### src/rtl/calc_in_seq.sv
// Two-beat operand sequencer in front of a combinational calculator core.
// Latency: beat 1 accepted at edge k -> out_valid during cycle k+2; 4-cycle minimum period.
// Backpressure: in_ready low during CALC/DONE; beats offered then are dropped, not queued.
module calc_in_seq #(
    parameter int unsigned TIMEOUT = 15
) (
    input  logic       clk,
    input  logic       rst,
    input  logic       in_valid,
    input  logic [2:0] in_data,
    input  logic [1:0] in_opt,
    output logic       in_ready,
    output logic [2:0] core_n0,
    output logic [2:0] core_n1,
    output logic [1:0] core_opt,
    input  logic [6:0] core_res,
    output logic       out_valid,
    output logic [6:0] out_data,
    output logic       err
);

    localparam logic [7:0] TIMEOUT_C = 8'(TIMEOUT);
    localparam logic [1:0] OPT_BAD   = 2'b11;

    typedef enum logic [1:0] {IDLE, WAIT_N1, CALC, DONE} state_t;

    state_t     state, state_nxt;
    logic [7:0] cnt, cnt_nxt;
    logic [2:0] n0_nxt, n1_nxt;
    logic [1:0] opt_nxt;
    logic [6:0] out_nxt;
    logic       err_nxt;
    logic       beat;

    always_ff @(posedge clk) begin
        if (rst) begin
            state    <= IDLE;
            cnt      <= 8'd0;
            core_n0  <= 3'd0;
            core_n1  <= 3'd0;
            core_opt <= 2'd0;
            out_data <= 7'd0;
            err      <= 1'b0;
        end else begin
            state    <= state_nxt;
            cnt      <= cnt_nxt;
            core_n0  <= n0_nxt;
            core_n1  <= n1_nxt;
            core_opt <= opt_nxt;
            out_data <= out_nxt;
            err      <= err_nxt;
        end
    end

    always_comb begin
        state_nxt = state;
        cnt_nxt   = cnt;
        n0_nxt    = core_n0;
        n1_nxt    = core_n1;
        opt_nxt   = core_opt;
        out_nxt   = out_data;
        err_nxt   = 1'b0;
        in_ready  = (state == IDLE) || (state == WAIT_N1);
        out_valid = (state == DONE);
        beat      = in_valid && in_ready;

        case (state)
            IDLE: begin
                if (beat) begin
                    if (in_opt == OPT_BAD) begin
                        err_nxt = 1'b1;
                    end else begin
                        n0_nxt    = in_data;
                        opt_nxt   = in_opt;
                        cnt_nxt   = 8'd0;
                        state_nxt = WAIT_N1;
                    end
                end
            end
            WAIT_N1: begin
                if (beat) begin
                    n1_nxt    = in_data;
                    state_nxt = CALC;
                end else begin
                    // Saturate so a huge TIMEOUT can never wrap back to zero.
                    cnt_nxt = (cnt == 8'hFF) ? cnt : cnt + 8'd1;
                    if (cnt_nxt == TIMEOUT_C) begin
                        state_nxt = IDLE;
                        err_nxt   = 1'b1;
                    end
                end
            end
            CALC: begin
                out_nxt   = core_res;
                state_nxt = DONE;
            end
            DONE: begin
                state_nxt = IDLE;
            end
            default: begin
                state_nxt = IDLE;
            end
        endcase
    end

endmodule
### config.mk
export PLATFORM = sky130hd
export DESIGN_NAME = calc_in_seq
export DESIGN_NICKNAME = d
export VERILOG_FILES = /design/src/rtl/calc_in_seq.sv
export SDC_FILE = /design/constraint.sdc
export NUM_CORES = 1
export LEC_CHECK = 0
export ABC_CLOCK_PERIOD_IN_PS = 1800
export CAP_MARGIN = 5
export CORE_ASPECT_RATIO = 1.2
export CORE_UTILIZATION = 45
export DETAILED_ROUTE_END_ITERATION = 10
export PLACE_DENSITY = 0.76
export SYNTH_ARGS = -nofsm -noshare
export SYNTH_HDL_FRONTEND = slang
export SYNTH_SLANG_ARGS = --single-unit
### constraint.sdc
create_clock -name clk -period 1.8 [get_ports clk]
set_input_delay 0.36 -clock clk [delete_from_list [all_inputs] [get_ports clk]]
set_output_delay 0.36 -clock clk [all_outputs]
set_load 0.01 [all_outputs]
== Word-level counts from Yosys, hierarchy flattened ==
Index checks and enable logic that the tools add are counted.

* Multiplexer cells: 15
* Add/sub/neg operators: 1
* Reductions and logical operators: 8
* Bitwise operators: 1
* Equal/unequal tests: 10

{| class="wikitable"
|+ Operators by type and width
! operator !! number
|-
| 8-bit 2-to-1 mux || 4
|-
| 8-bit case mux with 2 select lines || 1
|-
| 8-bit by 1-bit adder with 8-bit output, second input constant || 1
|-
| 8-bit by 4-bit equality test with 1-bit output, second input constant || 1
|-
| 8-bit equality test, second input constant || 1
|-
| 2-bit 2-to-1 mux || 4
|-
| 2-bit case mux with 4 select lines || 1
|-
| 2-bit equality test, second input constant || 3
|-
| 2-bit inequality test, second input constant || 3
|-
| 3-bit AND reduction || 2
|-
| 1-bit 2-to-1 mux || 4
|-
| 4-bit AND reduction || 1
|-
| 3-bit by 2-bit inequality test with 1-bit output, second input constant || 1
|-
| 2-bit by 1-bit equality test with 1-bit output, second input constant || 1
|-
| 2-bit zero test || 1
|-
| 1-bit case mux with 2 select lines || 1
|-
| 2-bit AND reduction || 1
|-
| 2-bit nonzero test || 1
|-
| 1-bit logical AND || 1
|-
| 1-bit logical OR || 1
|-
| 1-bit NOT || 1
|}

* Input bits: 15
* Flip-flop bits (word level): 26

== Logic depth before layout (Yosys ltp) ==
* Depth after elaboration: 6
* Mapped depth: 6

== Worst setup path before layout ==
No wires, ideal clock.

* Path type: register to register
* From: reg state[0]
* To: reg cnt[7]
* Stages on the path, launching flop included: 6
* Data arrival time: 1.379 ns
* Setup slack: 0.301 ns
* Buffers on the path: 1
* Data required time: 1.679 ns
* Cell sequence: dfxtp_1 or3b_1 buf_6 nor4_4 and3_1 nor3_2

* Word-level cells in the longest chain between the ends: 5
* Elaborated cells between the ends (all ways): 10

{| class="wikitable"
|+ Ends and longest elaborated chain
! what !! RTL line !! source
|-
| start: declaration || 27 || <nowiki>state_t state, state_nxt;</nowiki>
|-
| start signal: assignment || 45 || <nowiki>state <= state_nxt;</nowiki>
|-
| 2-bit by 1-bit equality test with 1-bit output / 2-bit zero test (equally long branches) || 63, 67 ||
|-
| 1-bit logical OR || 63 || <nowiki>in_ready = (state == IDLE) || (state == WAIT_N1);</nowiki>
|-
| 1-bit logical AND || 65 || <nowiki>beat = in_valid && in_ready;</nowiki>
|-
| 2-bit inequality test (no line) || -- ||
|-
| 4-bit AND reduction (no line) || -- ||
|-
| end signal: assignment || 46 || <nowiki>cnt <= cnt_nxt;</nowiki>
|-
| end: declaration || 28 || <nowiki>logic [7:0] cnt, cnt_nxt;</nowiki>
|}

Several ways; a longest one is shown, not always the timed one.
A chain may end at the register's enable or synchronous reset.

== Final worst setup path ==
* From: reg state[0]
* To: out out_valid

* Word-level cells in the longest chain between the ends: 1

{| class="wikitable"
|+ Ends and longest elaborated chain
! what !! RTL line !! source
|-
| 2-bit equality test || 64 || <nowiki>out_valid = (state == DONE);</nowiki>
|-
| end: declaration || 17 || <nowiki>output logic out_valid,</nowiki>
|}

Every way passes these cells.

==> results.sh <==
export IMPL_synth_xor_area_share_pct=0.762
export IMPL_ant_nets=0
export IMPL_cts_buffers=3
export IMPL_drc_errors=0
export IMPL_synth_top_family_by_area="simple AND/OR/NAND/NOR gates"
export IMPL_cts_setup_buffers=0
export IMPL_worst_pin_slew_ps=488
export IMPL_synth_compound_area_share_pct=8.92
export IMPL_max_freq_mhz=572
export IMPL_clockRootBuffer="clkbuf_4"
export IMPL_finalSetupViolations=0
export IMPL_die_h_um=57.4
export IMPL_dieWidth_um=48.1
export IMPL_clkSlewWorstSetupHoldPaths_ps=140
export IMPL_ir_drop_mv=0.570
export IMPL_core_area_um2=2350
export IMPL_criticalPathCategory="reg2out"
export IMPL_critPathArrivalTime_ps=1390
export IMPL_cts_tree="built"
export IMPL_final_cells=197
export IMPL_ys_seq_elements=26
export IMPL_highest_layer="met4"
export IMPL_grt_pass1_wl_um=3940
export IMPL_yosys_top_cells_area="dfxtp_1, mux2i_1, nor2_1"
export IMPL_fillers=187
export IMPL_synth_cells=127
export IMPL_area_delta_synth_final_pct=37.1
export IMPL_drt_iter0_drc=33
export IMPL_detail_route_first_pass_iterations=4
export IMPL_finalClockSkew_ps=2.38
export IMPL_antenna_diode_count=0
export IMPL_hold_path_class="reg2reg"
export IMPL_crit_required_ps=1440
export IMPL_synthAdderAreaFrac_pct=1.09
export IMPL_maxSlewHeadroom_pct=67.4
export IMPL_worstSkewPairLatency_ps=310
export IMPL_synth_area_um2=1150
export IMPL_clk_path_buf_depth=2
export IMPL_vias_per_cell=5.25
export IMPL_grtUsageTotal_pct=19.3
export IMPL_io_buffers=32
export IMPL_clock_sinks=26
export IMPL_ys_types=33
export IMPL_fin_tns_setup_ps=0
export IMPL_layout_drive_gt1_share_pct=12.0
export IMPL_die_area_um2=2760
export IMPL_ys_seq_area_share_pct=45.3
export IMPL_routabilityCongestion=0.915
export IMPL_reg2reg_from="cnt[0]"
export IMPL_holdWs_ps=474
export IMPL_synth_top_area_cell="dfxtp_1"
export IMPL_route_detailed_wl_per_inst_um=12.3
export IMPL_gr_total_overflow=0
export IMPL_p_per_area_nw_per_um2=693
export IMPL_reg2regPathDepth=5
export IMPL_wl_met1_um=1160
export IMPL_muxShareOfSynthArea_pct=10.4
export IMPL_antenna_found_initial=0
export IMPL_endpoint_kind="output port"
export IMPL_status="finished clean"
export IMPL_min_period_ps=1750
export IMPL_period_share_pct=97.1
export IMPL_synth_top_cell_area_share_pct=45.3
export IMPL_r2r_slack_ps=230
export IMPL_grt_pass1_vias=957
export IMPL_path_max_fanout=8
export IMPL_worstHoldPathCells=2
export IMPL_place_area_um2=1530
export IMPL_yosysWarnings=0
export IMPL_wl_met2_um=1170
export IMPL_finalNetCount=183
export IMPL_min_to="core_n0[1]"
export IMPL_p_leak_nw=0.585
export IMPL_h_tree_depth=1
export IMPL_route_vias_total=1035
export IMPL_grt_max_degree=15
export IMPL_hpwlAfterDp_um=1870
export IMPL_pin_count=33
export IMPL_syn_area_per_cell_um2=9.05
export IMPL_yosys_area_share_simple_pct=29.4
export IMPL_hp_start="core_n0[1]"
export IMPL_cap_violations=0
export IMPL_p_total_mw=1.09
export IMPL_final_hold_viol_count=0
export IMPL_drv_slew=0
export IMPL_synthesis_nets=143
export IMPL_cp_start_kind="flop"
export IMPL_initial_core_util_pct=48.9
export IMPL_rows=19
export IMPL_place_inst=193
export IMPL_r2r_end="cnt[0]"
export IMPL_fin_area_um2=1580
export IMPL_wl_met3_um=83
export IMPL_routed_wl_um=2430
power breakdown:
part           switching (mW)  total (mW)  internal [mW]  leakage [nW]
registers              0.0182       0.617          0.599         0.212
clock network           0.164       0.288          0.123        0.0210
logic                  0.0809       0.187          0.106         0.352
total                   0.264        1.09          0.829         0.585
worst max path at each step:
stage | from | endpoint | slack [ps] | cells past startpoint
final | state[0] | out_valid | 50 | 2
after global routing | state[0] | out_valid | -2 | 2
after CTS | state[0] | out_valid | 20 | 2
after detailed placement | in_valid | cnt[7] | -120 | 5
after global placement | in_valid | cnt[7] | -100 | 5
after floorplan | state[0] | cnt[7] | 300 | 5
synth_stat cells:
master / count
nand2b_1: 3
mux2i_1: 12
a21oi_1: 8
or3b_2: 1
or3_2: 1
dfxtp_1: 26
ha_1: 1
nand3_1: 8
nor3b_1: 2
or3b_1: 1
inv_1: 3
nor2_1: 20
clkbuf_8: 1
xnor2_1: 1
nor2_2: 1
and2_2: 1
nor3_1: 7
and3_1: 2
nor4b_1: 1
buf_6: 1
nand2_1: 9
o21ai_0: 2
o2111a_1: 1
o31ai_1: 2
nand4_1: 3
a22o_1: 1
clkbuf_1: 2
buf_1: 1
o41ai_1: 1
nor3_2: 1
nor4_4: 1
and4b_1: 1
o311ai_0: 1
repair_timing:
| action | CTS | global route |
|---|---|---|
| hold buffers | 0 | 0 |
| setup endpoints to repair | 1 | 1 |
| resized for setup | 2 | 2 |
per-stage QoR:
stage / util (%) / setup slack, ps
finish: 67.0 / 51.5
global route: 67.0 / -1.73
CTS: 66.8 / 16.1
detailed placement: 65.1 / -120
global placement: 65.1 / -103
floorplan: - / 301
sequential cells by signal (all words and copies together), names as in the netlist, named ones only:
register and count:
cnt 8, core_n0 3, core_n1 3, core_opt 2, err 1, out_data 7
state 1
cell type report:
type                            instances  area [µm²]  area share, %
Inverter                                3        11.3          0.714
Multi-Input combinational cell         93         582           36.9
Sequential cell                        26         528           33.5
Tap cell                               31        38.8           2.46
Timing Repair Buffer                   40         380           24.1
Clock buffer                            4        36.3           2.30
per-layer routing:
| metal | vias to the layer above | GRT usage [%] |
|---|---|---|
| li1 | 530 | - |
| met1 | 470 | 25.2 |
| met2 | 33 | 30.1 |
| met3 | 2 | 3.16 |
| met4 | 0 | 8.33 |
| met5 | - | 0 |
cell families after synthesis:
| kind of cell | after synthesis |
|---|---|
| and+or+nand+nor | 63 |
| DFF | 26 |
| AOI/OAI and AO/OA | 16 |
| muxes | 12 |
| buffers and inverters | 8 |
| xor gates and xnor gates | 1 |
| adders and majority gates | 1 |
cell usage in the layout, fill, tap and decap left out, types with 2 or more instances in the layout:
cell type,netlist,final
nor3_1,7,7
nand4_1,3,3
nand2_1,9,9
dfxtp_1,26,24
clkdlybuf4s50_1,0,32
nor3b_1,2,2
a21oi_1,8,8
o21ai_0,2,2
nor2_1,20,20
nand3_1,8,8
mux2i_1,12,12
nand2b_1,3,3
and3_1,2,2
buf_4,0,8
clkbuf_4,0,3
o31ai_1,2,2
dfxtp_4,0,2
inv_1,3,3
critical path, stage by stage (launching register included):
cell	delay, ps
dfxtp_4	410
and2_2	140
clkdlybuf4s50_1	530
(Power assumes the default switching activity.)
